File: config.mk
export PLATFORM = sky130hd
export DESIGN_NAME = quad_encoder_if
export DESIGN_NICKNAME = d
export VERILOG_FILES = /design/src/rtl/qenc_pkg.sv /design/src/rtl/qenc_filter.sv /design/src/rtl/quad_encoder_if.sv
export SDC_FILE = /design/constraint.sdc
export NUM_CORES = 1
export LEC_CHECK = 0
export CAP_MARGIN = 10
export CORE_MARGIN = 1
export CORE_UTILIZATION = 55
export CTS_CLUSTER_SIZE = 40
export DETAILED_ROUTE_END_ITERATION = 10
export MAX_ROUTING_LAYER = met4
export PLACE_DENSITY = 0.78
export SETUP_SLACK_MARGIN = 0.3
export SLEW_MARGIN = 0
export SYNTH_ARGS = -nofsm -noshare
export SYNTH_HDL_FRONTEND = slang
export SYNTH_SLANG_ARGS = --single-unit
File: constraint.sdc
create_clock -name clk100M -period 11.3 [get_ports clk100M]
set_input_delay 2.26 -clock clk100M [delete_from_list [all_inputs] [get_ports clk100M]]
set_output_delay 2.26 -clock clk100M [all_outputs]
set_load 0.01 [all_outputs]
File: src/rtl/qenc_pkg.sv
// Shared types, widths and Gray-code step decoding for the quadrature encoder interface.
package qenc_pkg;
    typedef enum logic {S_INIT, S_RUN} state_t;
    typedef enum logic [1:0] {STEP_NONE, STEP_FWD, STEP_REV, STEP_ERR} step_t;

    localparam int POS_W = 32;
    localparam int ERR_W = 16;

    // Index of {a,b} along the forward cycle 00->10->11->01.
    function automatic logic [1:0] phase(input logic [1:0] ab);
        case (ab)
            2'b00:   phase = 2'd0;
            2'b10:   phase = 2'd1;
            2'b11:   phase = 2'd2;
            default: phase = 2'd3;
        endcase
    endfunction

    function automatic step_t decode(input logic [1:0] prev, input logic [1:0] cur);
        logic [1:0] d;
        d = phase(cur) - phase(prev);
        case (d)
            2'd0:    decode = STEP_NONE;
            2'd1:    decode = STEP_FWD;
            2'd3:    decode = STEP_REV;
            default: decode = STEP_ERR;
        endcase
    endfunction
endpackage

File: src/rtl/qenc_filter.sv
// Two-flop synchroniser followed by a stability filter for one encoder channel.
module qenc_filter #(
    parameter int FILT_LEN = 8
) (
    input  logic clk100M,
    input  logic rstn,
    input  logic raw,
    output logic filt,
    output logic stable
);
    localparam int CW = (FILT_LEN > 1) ? $clog2(FILT_LEN) : 1;
    localparam logic [CW-1:0] CNT_MAX = CW'(FILT_LEN - 1);

    logic          s1, s2;
    logic [CW-1:0] cnt;

    always_ff @(posedge clk100M) begin
        if (!rstn) begin
            s1   <= 1'b0;
            s2   <= 1'b0;
            filt <= 1'b0;
            cnt  <= '0;
        end else begin
            s1 <= raw;
            s2 <= s1;
            // Any sample agreeing with the filtered value restarts the run.
            if (s2 == filt) begin
                cnt <= '0;
            end else if (cnt == CNT_MAX) begin
                filt <= s2;
                cnt  <= '0;
            end else begin
                cnt <= cnt + 1'b1;
            end
        end
    end

    assign stable = (s2 == filt);
endmodule

File: src/rtl/quad_encoder_if.sv
// Quadrature decoder: filtered A/B, x4 position, windowed velocity, direction.
// Define QENC_ERR_CNT_EN to build the illegal-transition counter.
module quad_encoder_if
    import qenc_pkg::*;
#(
    parameter int CLK_FREQ  = 100_000_000,
    parameter int SAMPLE_HZ = 100,
    parameter int FILT_LEN  = 8
) (
    input  logic             clk100M,
    input  logic             rstn,
    input  logic             sa,
    input  logic             sb,
    output logic [POS_W-1:0] pos,
    output logic [POS_W-1:0] rot_v,
    output logic             rot_v_valid,
    output logic             dir,
    output logic [ERR_W-1:0] err_cnt
);
    localparam int WIN = CLK_FREQ / SAMPLE_HZ;
    localparam int WW  = (WIN > 1) ? $clog2(WIN) : 1;
    localparam int CW  = (FILT_LEN > 1) ? $clog2(FILT_LEN) : 1;
    localparam logic [WW-1:0] WIN_LAST = WW'(WIN - 1);
    localparam logic [CW-1:0] CNT_MAX  = CW'(FILT_LEN - 1);

    logic             fa, fb, st_a, st_b;
    logic [1:0]       prev_ab;
    state_t           state, state_nxt;
    logic [CW-1:0]    ic, ic_nxt;
    step_t            step;
    logic [POS_W-1:0] step_v, acc;
    logic [WW-1:0]    wcnt;

    qenc_filter #(.FILT_LEN(FILT_LEN)) u_filt_a (
        .clk100M(clk100M), .rstn(rstn), .raw(sa), .filt(fa), .stable(st_a));
    qenc_filter #(.FILT_LEN(FILT_LEN)) u_filt_b (
        .clk100M(clk100M), .rstn(rstn), .raw(sb), .filt(fb), .stable(st_b));

    always_ff @(posedge clk100M) begin
        if (!rstn) begin
            state <= S_INIT;
            ic    <= '0;
        end else begin
            state <= state_nxt;
            ic    <= ic_nxt;
        end
    end

    // Leave S_INIT only after both channels settle, so power-up levels never count.
    always_comb begin
        state_nxt = state;
        ic_nxt    = ic;
        case (state)
            S_INIT: begin
                if (!(st_a && st_b)) begin
                    ic_nxt = '0;
                end else if (ic == CNT_MAX) begin
                    ic_nxt    = '0;
                    state_nxt = S_RUN;
                end else begin
                    ic_nxt = ic + 1'b1;
                end
            end
            default: ic_nxt = '0;
        endcase
    end

    always_comb begin
        step   = (state == S_RUN) ? decode(prev_ab, {fa, fb}) : STEP_NONE;
        step_v = '0;
        case (step)
            STEP_FWD: step_v = POS_W'(1);
            STEP_REV: step_v = '1;
            default:  step_v = '0;
        endcase
    end

    always_ff @(posedge clk100M) begin
        if (!rstn) begin
            prev_ab     <= 2'b00;
            pos         <= '0;
            dir         <= 1'b0;
            acc         <= '0;
            wcnt        <= '0;
            rot_v       <= '0;
            rot_v_valid <= 1'b0;
        end else begin
            prev_ab <= {fa, fb};
            pos     <= pos + step_v;
            if (step == STEP_FWD)      dir <= 1'b1;
            else if (step == STEP_REV) dir <= 1'b0;
            // The closing cycle's own step belongs to the window being closed.
            if (wcnt == WIN_LAST) begin
                rot_v       <= acc + step_v;
                acc         <= '0;
                wcnt        <= '0;
                rot_v_valid <= 1'b1;
            end else begin
                acc         <= acc + step_v;
                wcnt        <= wcnt + 1'b1;
                rot_v_valid <= 1'b0;
            end
        end
    end

`ifdef QENC_ERR_CNT_EN
    always_ff @(posedge clk100M) begin
        if (!rstn)                                 err_cnt <= '0;
        else if (step == STEP_ERR && err_cnt != '1) err_cnt <= err_cnt + 1'b1;
    end
`else
    assign err_cnt = '0;
`endif
endmodule

Word-level counts from Yosys, hierarchy flattened
Index checks and enable logic that the tools add are counted.

Bits in registers: 136. Bits in latches: 0. RAM bits: 0. Bits in read-only memories: 0. Input bits: 4. Memories kept: 0.

Add/subtract/negate cells: 7. $mul: 0. Div/mod/pow operators: 0. $lt $le $gt $ge: 0. Eq/ne operators: 14. Shifts and indexed selects: 0. Mux-type cells: 11. Bitwise gates (word level): 4. Reductions and logical operators: 11.

Operators with widths (number): 32-bit adder (2); 32-bit case mux with 2 select lines (1); 20-bit by 1-bit adder with 20-bit output (second input constant) (1); 20-bit == test (second input constant) (1); 2-bit case mux with 3 select lines (3); 2-bit == test (second input constant) (6); 3-bit by 1-bit adder with 3-bit output (second input constant) (3); 3-bit == test (second input constant) (3); 2-bit zero test (3); 1-bit two-way mux (6); 3-bit OR reduction (2); 2-bit by 1-bit == test with 1-bit output (second input constant) (2); 1-bit NOT (4); 2-bit AND reduction (2); 4-bit OR reduction (1); 1-bit == test (2); 2-bit two-way mux (1); 2-bit nonzero test (1); 2-bit OR reduction (1); 2-bit subtractor (1); 1-bit logical AND (1).

Longest topological paths before layout
Depth after elaboration: 9. Mapped depth: 18. Depth with buffers taken out: 17.

Hierarchy
From an unflattened synthesis, not the netlist that was laid out.

Cells, all modules: 928. Area, all modules: 7898.8 um^2.

Modules (own cells, without submodules): quad_encoder_if (instances 1, cells each 896, area an instance 7465.9 um^2, seq. area each 2482.4 um^2); qenc_filter (instances 2, cells each 16, area an instance 216.5 um^2, seq. area each 120.1 um^2).

Worst setup path after synthesis
Ideal clock, no wire load.

Path kind: register -> register. From: reg u_filt_a.filt. To: reg acc[30]. Setup time: 0.072 ns. Arrival time: 8.098 ns. Required time: 11.228 ns. Path slack: 3.131 ns. Stages on the path, launching flop included: 16. Path buffers: 0. Period minus slack after synthesis: 8.169 ns. Cells stage by stage: dfxtp_1 -> inv_1 -> ha_1 -> ha_1 -> xnor2_1 -> ha_1 -> nor3b_1 -> ha_1 -> a211oi_1 -> o21ai_0 -> a211oi_2 -> o211ai_1 -> a311oi_2 -> o221ai_2 -> a21boi_1 -> mux2i_1.

Cells in the longest elaborated chain, start to end: 9. Elaborated cells on any way between the ends: 14. Those cells by class: add/sub (2); eq/ne (6); mux (4); reduce/logical (2).

RTL lines: start, declared (RTL line qenc_filter.sv:8) `output logic filt,`; start signal, assigned (RTL line qenc_filter.sv:21) `filt <= 1'b0;`; start signal, assigned (RTL line qenc_filter.sv:30) `filt <= s2;`; 2-bit == test / 2-bit zero test (equally long branches) (RTL line qenc_pkg.sv:11) `case (ab)`; 2-bit case mux with 3 select lines (*) (RTL line qenc_pkg.sv:11); 2-bit subtractor (*) (RTL line qenc_pkg.sv:21) `d = phase(cur) - phase(prev);`; 2-bit == test, or another cell as far along (RTL line qenc_pkg.sv:22) `case (d)`; 2-bit case mux with 3 select lines (*) (RTL line qenc_pkg.sv:22); 2-bit two-way mux (*) (RTL line quad_encoder_if.sv:69) `step = (state == S_RUN) ? decode(prev_ab, {fa, fb}) : STEP_NONE;`; 2-bit == test / 2-bit by 1-bit == test with 1-bit output (equally long branches) (RTL line quad_encoder_if.sv:71) `case (step)`; 32-bit case mux with 2 select lines (*) (RTL line quad_encoder_if.sv:71); 32-bit adder (*) (RTL line quad_encoder_if.sv:99) `acc <= acc + step_v;`; end signal, assigned (RTL line quad_encoder_if.sv:99); end, declared (RTL line quad_encoder_if.sv:31) `logic [POS_W-1:0] step_v, acc;`.

Mark *: on every way between the ends. The rest lies on a longest branch, timed or not. A chain may end at the register's enable or synchronous reset.

Worst setup path in the final report
From: reg u_filt_a.filt. To: reg pos[28].

Cells in the longest elaborated chain, start to end: 9. Elaborated cells on any way between the ends: 14. Those cells by class: add/sub (2); eq/ne (6); mux (4); reduce/logical (2).

RTL lines: 2-bit == test / 2-bit zero test (equally long branches) (RTL line qenc_pkg.sv:11); 2-bit case mux with 3 select lines (*) (RTL line qenc_pkg.sv:11); 2-bit subtractor (*) (RTL line qenc_pkg.sv:21); 2-bit == test, or another cell as far along (RTL line qenc_pkg.sv:22); 2-bit case mux with 3 select lines (*) (RTL line qenc_pkg.sv:22); 2-bit two-way mux (*) (RTL line quad_encoder_if.sv:69); 2-bit == test / 2-bit by 1-bit == test with 1-bit output (equally long branches) (RTL line quad_encoder_if.sv:71); 32-bit case mux with 2 select lines (*) (RTL line quad_encoder_if.sv:71); 32-bit adder (*) (RTL line quad_encoder_if.sv:89) `pos <= pos + step_v;`; end signal, assigned (RTL line quad_encoder_if.sv:89); end, declared (RTL line quad_encoder_if.sv:14) `output logic [POS_W-1:0] pos,`.

Marks and branches as above.

==> flow_summary.toml <==
[timing]
worstMarginPinSlew_ps = 953.4
rsz0062_at_grt = "false"
max_freq_mhz = 202.9
fin_crit_sh = 0.4362
finClkSkew_ps = 9.797
relSlewSlack = 0.3621
hold_viol = 0
final.setup.tns_ps = 0
report.final.setup_viol = 0
fin_crit_ps = 4929
slew_violations = 0

[pwr]
seqPwrFrac = 0.474
power.leakage_uw = 0.003840
sw_frac_of_total = 0.2163
p_switching_uw = 222.5
p_clk_frac = 0.498
peakVddDrop_mv = 0.1095
p_int_uw = 806.0
power_frac_comb = 0.028
power.density_nw_per_um2 = 112.8

[placement]
io_buffers = 69
routabilityCongestion = 0.9370
place_area_um2 = 8577
dp_hpwl_um = 11440

[clock_tree]
cts_hold_buf = 0
path_clk_slew_ps = 60
clockRootBuffer = "clkbuf_16"
cts-buffers-inserted = 17
cts_resized = 0
cts_num_sinks = 136
cts_max_level = 4
clk_latency_ps = 420
post-cts-setup-buffer-count = 0
tritoncts = "yes"
clock_path_buffers = 2

[final_layout]
area_growth_pct = 15.88
diodes = 0
final_common_cell = "dfxtp_1"
seqCellArea_um2 = 2723
drive_gt1_frac = 0.05080
post-route-util = 0.6545
design_area_um2 = 9120
multi_input_area_um2 = 4822
n_fill_cell = 1178
fin_nets = 1073
final_cell_mix = "136 x dfxtp_1, 108 x nor2_1, 91 x nand2_1"

[run_status]
status = "finished clean"

[route]
vias_per_cell = 5.572
drt-initial-drc-count = 371
antenna_left = 0
drcViolationCount = 0
routed_wl_um = 16460
wl_met1_um = 7861
vias = 6597
met3_length_um = 651
top_layer = "met4"
first_pass_iters = 5
wl_met2_um = 7720
wl_per_cell_um = 13.90

[die]
start_util = 0.5648
coreArea_um2 = 13930
rows = 43
die_w_um = 121.6
io_pins = 86
die_h_um = 121.6
die-area_um2 = 14790

[global_routing]
grt_max_degree = 65
grt_usage = 0.2460
grt_pass1_wl_um = 28210
antenna_found_initial = 0
grt_pass1_vias = 6094
grt_overflow_total = 0

[critical_path]
cp.required_ps = 11650
cp-start-kind = "flip-flop"
r2r_start = "u_filt_a.filt"
cp-startpoint = "u_filt_a.filt"
worstPathMaxFanout = 64
crit_path_end_kind = "flip-flop"
arrival_ps = 5280
worst-setup-path-type = "flip-flop to flip-flop"

[synth]
yosysUniqueCellTypes = 65
synth.avg_cell_area_um2 = 8.426
synth-main-ff-cell = "dfxtp_1"
ys_async_sr_fraction = 0
syn_area_um2 = 7870
synth-seq-area-share = 0.3459
yosysWarnings = 0
synthCells = 934
synth-seq-cells = 136
synth_edf_count = 0

[worst_hold_path]
hp-class = "flip-flop to flip-flop"
min_from = "ic[0]"

[run]
maxCapViolCount = 0
## Yosys cell counts (3+ instances only)
library cell	n	share of area
ha_1	76	0.12
and2_1	29	0.023
a221oi_1	4	0.0045
nor4b_1	4	0.0045
mux2i_1	7	0.0089
xnor2_1	40	0.045
xor2_1	31	0.034
nand4_1	19	0.015
a31oi_1	7	0.0056
o21a_1	8	0.0076
a21o_1	21	0.020
and3_1	16	0.013
or3_1	6	0.0048
a21boi_0	3	0.0029
a21oi_1	80	0.051
nor2_1	109	0.052
nand2_1	91	0.043
o21ai_0	40	0.025
o311ai_0	3	0.0033
nor3_1	16	0.010
clkbuf_1	27	0.013
o221ai_1	3	0.0033
inv_1	20	0.0095
buf_4	16	0.015
nand3_1	31	0.020
nor2b_1	14	0.011
or2_2	3	0.0024
o31ai_1	4	0.0038
dfxtp_1	136	0.35
a211oi_1	10	0.0095
buf_6	5	0.0072
o21bai_1	6	0.0057
nor3b_1	3	0.0029
nand2b_1	6	0.0048
## flip-flops by register name, indices dropped and copies added, names as in the netlist, 2 cells and up
name and cells:
acc 32, ic 3, pos 32, prev_ab 2, rot_v 32, u_filt_a.cnt 3
u_filt_b.cnt 3, wcnt 20
## worst max-delay path, stage by stage, from the launching register on
cell      delay, ps
dfxtp_1         380
inv_1            70
ha_1            310
ha_1            210
xnor2_1         230
ha_1            300
nor3b_2         200
buf_4           640
ha_1            420
a211oi_1        270
o21ai_0         200
nand3_1         150
a21oi_1         100
o21ai_0         520
o21ai_0         290
a211oi_1        340
mux2i_1         200
## power groups by stage
stage	registers (uW)	clock network, uW	logic, uW
5_1_grt	487	546	33.1
3_5_place_dp	498	0	29.4
4_1_cts	487	522	29.6
2_1_floorplan	497	0	23.4
6_report	487	512	29.2
3_3_place_gp	498	0	28.9
## layout make-up
type                    instances  area share
multi-input cells             741      0.5287
flip-flops and latches        136      0.2985
repair buffers                 74     0.07985
clock buffers                  23     0.05131
well taps                     180     0.02469
inverters                      21    0.008643
clock inverters                 9    0.008232
## worst paths after layout
kind / cells past startpoint / end / slack (ps)
setup reg to reg: 16 / pos[28] / 6370
hold reg to reg: 1 / ic[0] / 420
hold / removal: 1 / ic[0] / 420
setup / recovery: 16 / pos[28] / 6370
## layer usage
metal / GRT usage / vias to the layer above
li1: - / 3366
met1: 0.2992 / 3069
met2: 0.4031 / 144
met3: 0.05524 / 18
met4: 0.07870 / 0
met5: - / -
## metrics by stage
step | setup WS [ps] | hold WS, ps | total power, uW | cells
final | 6371 | 418.6 | 1029 | 1184
after global routing | 5914 | 431.5 | 1067 | 1184
after CTS | 6408 | 422.3 | 1039 | 1184
after detailed placement | 6450 | 413.7 | 527.0 | 1152
after global placement | 6605 | 409.7 | 526.4 | 1152
after floorplan | 3131 | 398.4 | 520.8 | 949
## cells by family (layout without fill, tap and decap cells)
group / after synthesis / in the layout / synth area share
AO/OA/AOI/OAI: 210 / 210 / 0.1715
buffers and inverters: 72 / 127 / 0.04944
adder cells (fa/ha/maj): 78 / 78 / 0.1259
multiplexers: 7 / 7 / 0.008903
other: 1 / 16 / 0.0004765
AND/OR/NAND/NOR: 359 / 359 / 0.2188
XOR/XNOR: 71 / 71 / 0.07901
flip-flops: 136 / 136 / 0.3459
Note: power is estimated with default switching activity, not from simulation.
